File: config.mk
export PLATFORM = sky130hd
export DESIGN_NAME = dmem_arbiter
export DESIGN_NICKNAME = d
export VERILOG_FILES = /design/src/rtl/dmem_arbiter.sv
export SDC_FILE = /design/constraint.sdc
export NUM_CORES = 1
export LEC_CHECK = 0
export ABC_AREA = 1
export BUFFER_PORTS_ARGS = -buffer_cell sky130_fd_sc_hd__buf_2
export CORE_MARGIN = 4
export CORE_UTILIZATION = 47
export CTS_CLUSTER_DIAMETER = 80
export DETAILED_ROUTE_END_ITERATION = 10
export PLACE_DENSITY = 0.83
export SYNTH_ARGS = -nofsm -noshare
export SYNTH_HDL_FRONTEND = slang
export SYNTH_SLANG_ARGS = --single-unit
File: constraint.sdc
create_clock -name iClk -period 2 [get_ports iClk]
set_clock_uncertainty 0.05 [all_clocks]
set_input_delay 0.4 -clock iClk [delete_from_list [all_inputs] [get_ports iClk]]
set_output_delay 0.4 -clock iClk [all_outputs]
set_load 0.01 [all_outputs]
File: src/rtl/dmem_arbiter.sv
// rtl/dmem_arbiter.sv - two-port data-memory arbiter and single-access sequencer
// Optional feature macro: DMEM_ARB_CPU_PRIORITY_EN (defined: port 0 always wins a tie;
// undefined: round-robin between the two ports).
// Ports:
//   iClk, iRstN                 clock, asynchronous active-low reset
//   iReq*/iWe*/iSize*/iUnsigned*/iAddr*/iWData*   request fields, port 0 = CPU LSU, port 1 = DMA
//   oGnt*                       combinational accept pulse (IDLE only)
//   oRValid*/oRData*/oErr*      registered completion, data and misalignment flag
//   oMemEn/oMemWe/oMemSize/oMemUnsigned/oMemAddr/oMemWData   registered memory command
//   iMemRData                   memory read data, sampled MEM_LATENCY cycles after oMemEn
module dmem_arbiter #(
    parameter int MEM_LATENCY = 1,
    parameter int ADDR_WIDTH  = 32
) (
    input  logic                  iClk,
    input  logic                  iRstN,
    input  logic                  iReq0,
    input  logic                  iReq1,
    input  logic                  iWe0,
    input  logic                  iWe1,
    input  logic [1:0]            iSize0,
    input  logic [1:0]            iSize1,
    input  logic                  iUnsigned0,
    input  logic                  iUnsigned1,
    input  logic [ADDR_WIDTH-1:0] iAddr0,
    input  logic [ADDR_WIDTH-1:0] iAddr1,
    input  logic [31:0]           iWData0,
    input  logic [31:0]           iWData1,
    output logic                  oGnt0,
    output logic                  oGnt1,
    output logic                  oRValid0,
    output logic                  oRValid1,
    output logic [31:0]           oRData0,
    output logic [31:0]           oRData1,
    output logic                  oErr0,
    output logic                  oErr1,
    output logic                  oMemEn,
    output logic                  oMemWe,
    output logic [1:0]            oMemSize,
    output logic                  oMemUnsigned,
    output logic [ADDR_WIDTH-1:0] oMemAddr,
    output logic [31:0]           oMemWData,
    input  logic [31:0]           iMemRData
);

    typedef enum logic [1:0] {IDLE, ISSUE, WAIT, RESP} state_t;

    localparam logic [3:0] LAT_LOAD = 4'(MEM_LATENCY - 1);

    state_t                state_q;
    logic                  owner_q;
    logic [3:0]            cnt_q;
    logic                  mem_en_q;
    logic                  mem_we_q;
    logic                  mem_uns_q;
    logic [1:0]            mem_size_q;
    logic [ADDR_WIDTH-1:0] mem_addr_q;
    logic [31:0]           mem_wdata_q;
    logic                  rvalid0_q;
    logic                  rvalid1_q;
    logic                  err0_q;
    logic                  err1_q;
    logic [31:0]           rdata0_q;
    logic [31:0]           rdata1_q;
`ifndef DMEM_ARB_CPU_PRIORITY_EN
    logic                  last_q;
`endif

    logic                  gnt_any;
    logic                  pick1;
    logic                  sel_we;
    logic                  sel_uns;
    logic [1:0]            sel_size;
    logic [ADDR_WIDTH-1:0] sel_addr;
    logic [31:0]           sel_wdata;
    logic                  sel_misaligned;

    assign gnt_any = (state_q == IDLE) && (iReq0 || iReq1);

`ifdef DMEM_ARB_CPU_PRIORITY_EN
    assign pick1 = ~iReq0;
`else
    // Port 1 wins when it is alone, or on a tie when port 0 won the previous grant.
    assign pick1 = iReq1 & (~iReq0 | ~last_q);
`endif

    assign oGnt0 = gnt_any & ~pick1;
    assign oGnt1 = gnt_any & pick1;

    always_comb begin
        sel_we    = pick1 ? iWe1       : iWe0;
        sel_uns   = pick1 ? iUnsigned1 : iUnsigned0;
        sel_size  = pick1 ? iSize1     : iSize0;
        sel_addr  = pick1 ? iAddr1     : iAddr0;
        sel_wdata = pick1 ? iWData1    : iWData0;
    end

    // Size 11 is treated as a word.
    always_comb begin
        sel_misaligned = 1'b0;
        case (sel_size)
            2'b01:        sel_misaligned = sel_addr[0];
            2'b10, 2'b11: sel_misaligned = |sel_addr[1:0];
            default:      sel_misaligned = 1'b0;
        endcase
    end

    always_ff @(posedge iClk or negedge iRstN) begin
        if (!iRstN) begin
            state_q     <= IDLE;
            owner_q     <= 1'b0;
            cnt_q       <= 4'd0;
            mem_en_q    <= 1'b0;
            mem_we_q    <= 1'b0;
            mem_uns_q   <= 1'b0;
            mem_size_q  <= 2'b00;
            mem_addr_q  <= '0;
            mem_wdata_q <= 32'd0;
            rvalid0_q   <= 1'b0;
            rvalid1_q   <= 1'b0;
            err0_q      <= 1'b0;
            err1_q      <= 1'b0;
            rdata0_q    <= 32'd0;
            rdata1_q    <= 32'd0;
`ifndef DMEM_ARB_CPU_PRIORITY_EN
            last_q      <= 1'b1;
`endif
        end else begin
            case (state_q)
                IDLE: begin
                    if (gnt_any) begin
                        owner_q <= pick1;
`ifndef DMEM_ARB_CPU_PRIORITY_EN
                        last_q  <= pick1;
`endif
                        if (sel_misaligned) begin
                            // Never reaches memory; complete with an error next cycle.
                            if (pick1) begin
                                rvalid1_q <= 1'b1;
                                err1_q    <= 1'b1;
                                rdata1_q  <= 32'd0;
                            end else begin
                                rvalid0_q <= 1'b1;
                                err0_q    <= 1'b1;
                                rdata0_q  <= 32'd0;
                            end
                            state_q <= RESP;
                        end else begin
                            mem_en_q    <= 1'b1;
                            mem_we_q    <= sel_we;
                            mem_uns_q   <= sel_uns;
                            mem_size_q  <= sel_size;
                            mem_addr_q  <= sel_addr;
                            mem_wdata_q <= sel_wdata;
                            state_q     <= ISSUE;
                        end
                    end
                end
                ISSUE: begin
                    mem_en_q <= 1'b0;
                    cnt_q    <= LAT_LOAD;
                    state_q  <= WAIT;
                end
                WAIT: begin
                    if (cnt_q == 4'd0) begin
                        // Stores report zero data.
                        if (owner_q) begin
                            rdata1_q  <= mem_we_q ? 32'd0 : iMemRData;
                            rvalid1_q <= 1'b1;
                        end else begin
                            rdata0_q  <= mem_we_q ? 32'd0 : iMemRData;
                            rvalid0_q <= 1'b1;
                        end
                        state_q <= RESP;
                    end else begin
                        cnt_q <= cnt_q - 4'd1;
                    end
                end
                RESP: begin
                    rvalid0_q <= 1'b0;
                    rvalid1_q <= 1'b0;
                    err0_q    <= 1'b0;
                    err1_q    <= 1'b0;
                    state_q   <= IDLE;
                end
                default: state_q <= IDLE;
            endcase
        end
    end

    assign oRValid0     = rvalid0_q;
    assign oRValid1     = rvalid1_q;
    assign oRData0      = rdata0_q;
    assign oRData1      = rdata1_q;
    assign oErr0        = err0_q;
    assign oErr1        = err1_q;
    assign oMemEn       = mem_en_q;
    assign oMemWe       = mem_we_q;
    assign oMemSize     = mem_size_q;
    assign oMemUnsigned = mem_uns_q;
    assign oMemAddr     = mem_addr_q;
    assign oMemWData    = mem_wdata_q;

endmodule

# After elaboration in Yosys (flattened, before gate mapping)
# Index checks and enable logic that the tools add are counted.
[totals]
ff_bits = 145
out_inout_bits = 139
elab_cells = 104
[classes]
n_addsub = 1
n_eq_ne = 15
mux = 42
bitwise_logic = 8
n_reduce_logical = 22
[op_table]
columns = ["cell", "count"]
rows = [
  ["32-bit 2-to-1 mux", 13],
  ["32-bit case mux with 2 select lines", 2],
  ["6-bit AND reduction", 4],
  ["2-bit inequality test (second input constant)", 9],
  ["1-bit 2-to-1 mux", 14],
  ["2-bit == test (second input constant)", 4],
  ["2-bit 2-to-1 mux", 4],
  ["1-bit case mux with 2 select lines", 4],
  ["2-bit case mux with 4 select lines", 1],
  ["4-bit case mux with 2 select lines", 1],
  ["4-bit AND reduction", 2],
  ["2-bit nonzero test", 4],
  ["1-bit case mux with 3 select lines", 2],
  ["2-bit AND reduction", 3],
  ["3-bit AND reduction", 2],
  ["2-bit by 1-bit == test with 1-bit output (second input constant)", 2],
  ["4-bit zero test", 1],
  ["4-bit 2-to-1 mux", 1],
  ["1-bit NOT", 4],
  ["2-bit OR reduction", 2],
  ["4-bit by 1-bit subtractor with 4-bit output (second input constant)", 1],
  ["1-bit AND", 3],
  ["3-bit nonzero test", 1],
  ["2-bit zero test", 1],
  ["other kinds (3)", 3],
]

# Logic depth before layout (Yosys ltp)
[depth]
depth_word = 10
ltp_mapped = 12
mapped_depth_nobuf = 11

# Worst setup path after synthesis
# OpenSTA, ideal clock, no wires.
[synth_path]
path_type = "reg-to-reg"
start = "reg state_q[0]"
end = "reg rdata1_q[10], in the netlist oRData1[10]"
setup_ns = 0.126
arrival_time_ns = 1.596
required_time_ns = 1.824
path_slack_ns = 0.228
path_stages_with_launch = 11
n_path_buf = 2
period_less_slack_ns = 1.772
path_cell_list = "dfrtp_1 > inv_1 > ha_1 > buf_2 > nand2_1 > nand2_2 > nor3_1 > nand2_2 > buf_4 > nand2_1 > o21ai_0"
[synth_between]
elab_chain_cells = 4
elab_cells_between_ends = 11
cone_classes = "6 x eq/ne; 1 x mux; 4 x reduce/logical"
[synth_lines]
columns = ["item", "line_no", "rtl"]
rows = [
  ["start: declaration", "50", "state_t state_q;"],
  ["start signal: assignment", "110", "state_q <= IDLE;"],
  ["start signal: assignment", "147", "state_q <= RESP;"],
  ["start signal: assignment", "155", "state_q <= ISSUE;"],
  ["2-bit zero test", "78, 129", ""],
  ["1-bit logical AND", "78", "assign gnt_any = (state_q == IDLE) && (iReq0 || iReq1);"],
  ["2-bit inequality test (no source line)", "-", ""],
  ["6-bit AND reduction (no source line)", "-", ""],
  ["end signal: assignment", "168", "rdata1_q <= mem_we_q ? 32'd0 : iMemRData;"],
  ["end: declaration", "64", "logic [31:0] rdata1_q;"],
]
# Several ways; a longest one is shown, not always the timed one.
# A chain may end at the register's enable or synchronous reset.

# Final worst setup path
[layout_path]
start = "reg state_q[1]"
end = "out oGnt1"
[layout_between]
elab_chain_cells = 3
[layout_lines]
columns = ["item", "line_no", "rtl"]
rows = [
  ["2-bit zero test", "78", ""],
  ["1-bit logical AND", "78", ""],
  ["1-bit AND", "88", "assign oGnt1 = gnt_any & pick1;"],
  ["end: declaration", "30", "output logic oGnt1,"],
]
# Every way passes these cells.

==> results.toml <==
[synthesis]
ys.flop_type = "dfrtp_1"
synth_compound_area_share_pct = 6.42
synth_common_cells = "323 x nand2_1, 144 x dfrtp_1, 65 x o21ai_0, 64 x mux2_2, 20 x inv_1"
synth_seq_cells = 145
yosysTopAreaCell = "dfrtp_1"
synth_fa_ha_area_share_pct = 1.14
synth_edf_count = 0
synth_cell_types = 27
synthCells = 718
async_reset_ff_share_pct = 100
synth_xor_area_share_pct = 0.265
yosys-top-cells-area = "dfrtp_1 55%, nand2_1 18%, mux2_2 11%"
synthSimpleGateAreaFrac_pct = 21.6
yosysSeqAreaShare_pct = 54.9
syn_area_um2 = 6610
synthMuxAreaShare_pct = 10.9
yosysTopAreaCellShare_pct = 54.5
synth_top_family_by_area = "simple AND/OR/NAND/NOR gates"
avgSynthCellArea_um2 = 9.20
synthMostInstantiatedCell = "nand2_1"
synth_fp_nets = 896
yosys_warnings = 0

[layout]
diodes = 0
seq_area_um2 = 3630
nets = 1214
instances_no_fill = 1229
multi_input_area_um2 = 2740
drive_above_1_share_pct = 43.4
fillCellCount = 1087
area_growth_pct = 39.1

[routing]
drt_pass1_iterations = 5
wirelength_mm = 19.6
avgViaCountPerCell = 5.03
drt_iter0_drc = 353
num_vias = 6177
antenna_left = 0
drcViolationCount = 0
avgRoutedWirePerCell_um = 16.0

[place]
portBuffers = 310
dp_cells = 1190
finalWeightedCongestion = 0.877
hpwlAfterDp_mm = 14.2

[sta]
rsz0062_at_grt = "yes"
hold_viol_final = 0
setup_viol = 0
fmaxAchievable_mhz = 515
period_share_pct = 97.1
relSlewSlack_pct = 72.1
worst_slew_pin_slew_ps = 419
fin_crit_ps = 1940
drv_slew = 0
whs_ps = 202

[global_routing]
grt_max_degree = 72
globalRouteOverflowTotal = 0
grt_usage_pct = 23.4
grt_pass1_wl_mm = 29.9
antenna_found_initial = 1
grt_pass1_vias = 5941

[worst_setup_path]
worst_setup_path_start_kind = "flop"
critPathKind = "reg2out"
required_ps = 1550
end_kind = "output port"
critPathMaxFanout = 7
cp.arrival_ps = 1490

[die]
die_h_um = 127
core_um2 = 13800
die_w_um = 127
rows = 43
ioPinCount = 311
dieArea_um2 = 16000
initial_core_util_pct = 47.8

[clock_network]
cts_buffer_depth = 2
clkSlewWorstSetupHoldPaths_ps = 60
numCtsBuffers = 17
cts.sinks = 145
h-tree-depth = 4
cts-root-buf = "clkbuf_16"
cts_tree = "done"
clk_latency_ps = 410

[power]
seq_power_share_pct = 33.8
p_sw_mw = 5.56
combPwrFrac_pct = 43.6
ir_drop_mv = 0.899
totalPowerFinal_mw = 14.0
switching_share_pct = 39.6
p_int_mw = 8.49
p_per_area_nw_per_um2 = 1530
p_leak_nw = 5.08
pwr-share-clk_pct = 22.6

[run_status]
outcome = "completed"

[worst_hold_path]
hp-class = "in2reg"

[run]
max_cap_viol_count = 0
[power groups by stage]
stage	clock, mW	combinational (mW)	sequential, mW
finish	3.18	6.13	4.75
global route	3.40	6.69	4.88
CTS	3.25	5.75	4.73
detailed placement	0	5.67	4.74
global placement	0	5.48	4.74
floorplan	0	2.80	5.23
[cells by family after synthesis]
logic type | count (synthesis)
XOR/XNOR | 2
buffers and inverters | 60
AO/OA/AOI/OAI | 83
flip-flops | 145
adder cells (fa/ha/maj) | 6
AND/OR/NAND/NOR | 358
multiplexers | 64
[flip-flops by register name, indices dropped and copies added, names as in the netlist]
name and cells:
cnt_q 4, last_q 1, oErr0 1, oErr1 1, oMemAddr 32, oMemEn 1
oMemSize 2, oMemUnsigned 1, oMemWData 32, oMemWe 1, oRData0 32, oRData1 32
oRValid0 1, oRValid1 1, owner_q 1, state_q 2
[layout make-up]
cell class,count,share of cell area [%]
Sequential cell,145,39.5
Multi-Input combinational cell,513,29.8
Clock inverter,13,1.63
Clock buffer,19,4.93
Inverter,22,0.898
Tap cell,180,2.45
Timing Repair Buffer,337,20.8
[critical path, stage by stage, from the launching register on]
cell and delay [ps]:
dfrtp_1 410, inv_2 110, ha_4 200, nand3_2 130
inv_1 110, buf_2 130
[metal layers]
layer  track usage (%)  up-vias  share of wire [%]
li1                  -     2947                  -
met1              27.7     2897                 38
met2              41.1      294                 51
met3              5.98       37                8.1
met4              8.71        2                2.7
met5                 0        -              0.061
[worst paths after layout]
| path | slack (ps) | cells after the start | startpoint | endpoint |
|---|---|---|---|---|
| worst max-delay path | 60 | 5 | state_q[1] | oGnt1 |
| worst min-delay path | 200 | 3 | iMemRData[26] | oRData1[26] |
| worst max register to register | 90 | 9 | state_q[0] | oRData1[11] |
| worst min register to register | 420 | 2 | oErr0 | oErr0 |
| max in group asynchronous | 860 | 3 | iRstN | oMemAddr[10] |
| min in group asynchronous | 480 | 2 | iRstN | oMemWData[11] |
[through the flow]
step / instance area [um^2] / setup slack (ps) / util [%] / TNS, ps
3_3_place_gp: 8420 / 67.9 / 60.9 / 0
6_report: 9190 / 59.0 / 66.5 / 0
4_1_cts: 9070 / 31.5 / 65.6 / 0
5_1_grt: 9190 / -18.2 / 66.5 / -34.8
3_5_place_dp: 8420 / 1.39 / 60.9 / 0
2_1_floorplan: 6610 / 228 / - / 0
[what timing repair did]
item                                    CTS  global route
setup buffers                             2             2
gates cloned                              0             2
hold endpoints to repair                 35             0
hold buffers                              1             0
endpoints found under the setup margin    2            49
pin swaps                                 1             5
resized for setup                         5            14
[cells in the final DEF (no fill, tap or decap), types with 4 or more instances in the layout]
| cell | instances |
|---|---|
| nand2_1 | 321 |
| buf_2 | 309 |
| dfrtp_1 | 144 |
| mux2_2 | 64 |
| o21ai_0 | 63 |
| clkbuf_16 | 19 |
| inv_1 | 18 |
| buf_4 | 15 |
| o21ai_1 | 14 |
| nand3_1 | 11 |
| buf_12 | 9 |
| nor2_1 | 6 |
| ha_1 | 5 |
| inv_2 | 4 |
| nand2_2 | 4 |
| clkinv_4 | 4 |
| inv_6 | 4 |
(Power assumes the default switching activity.)
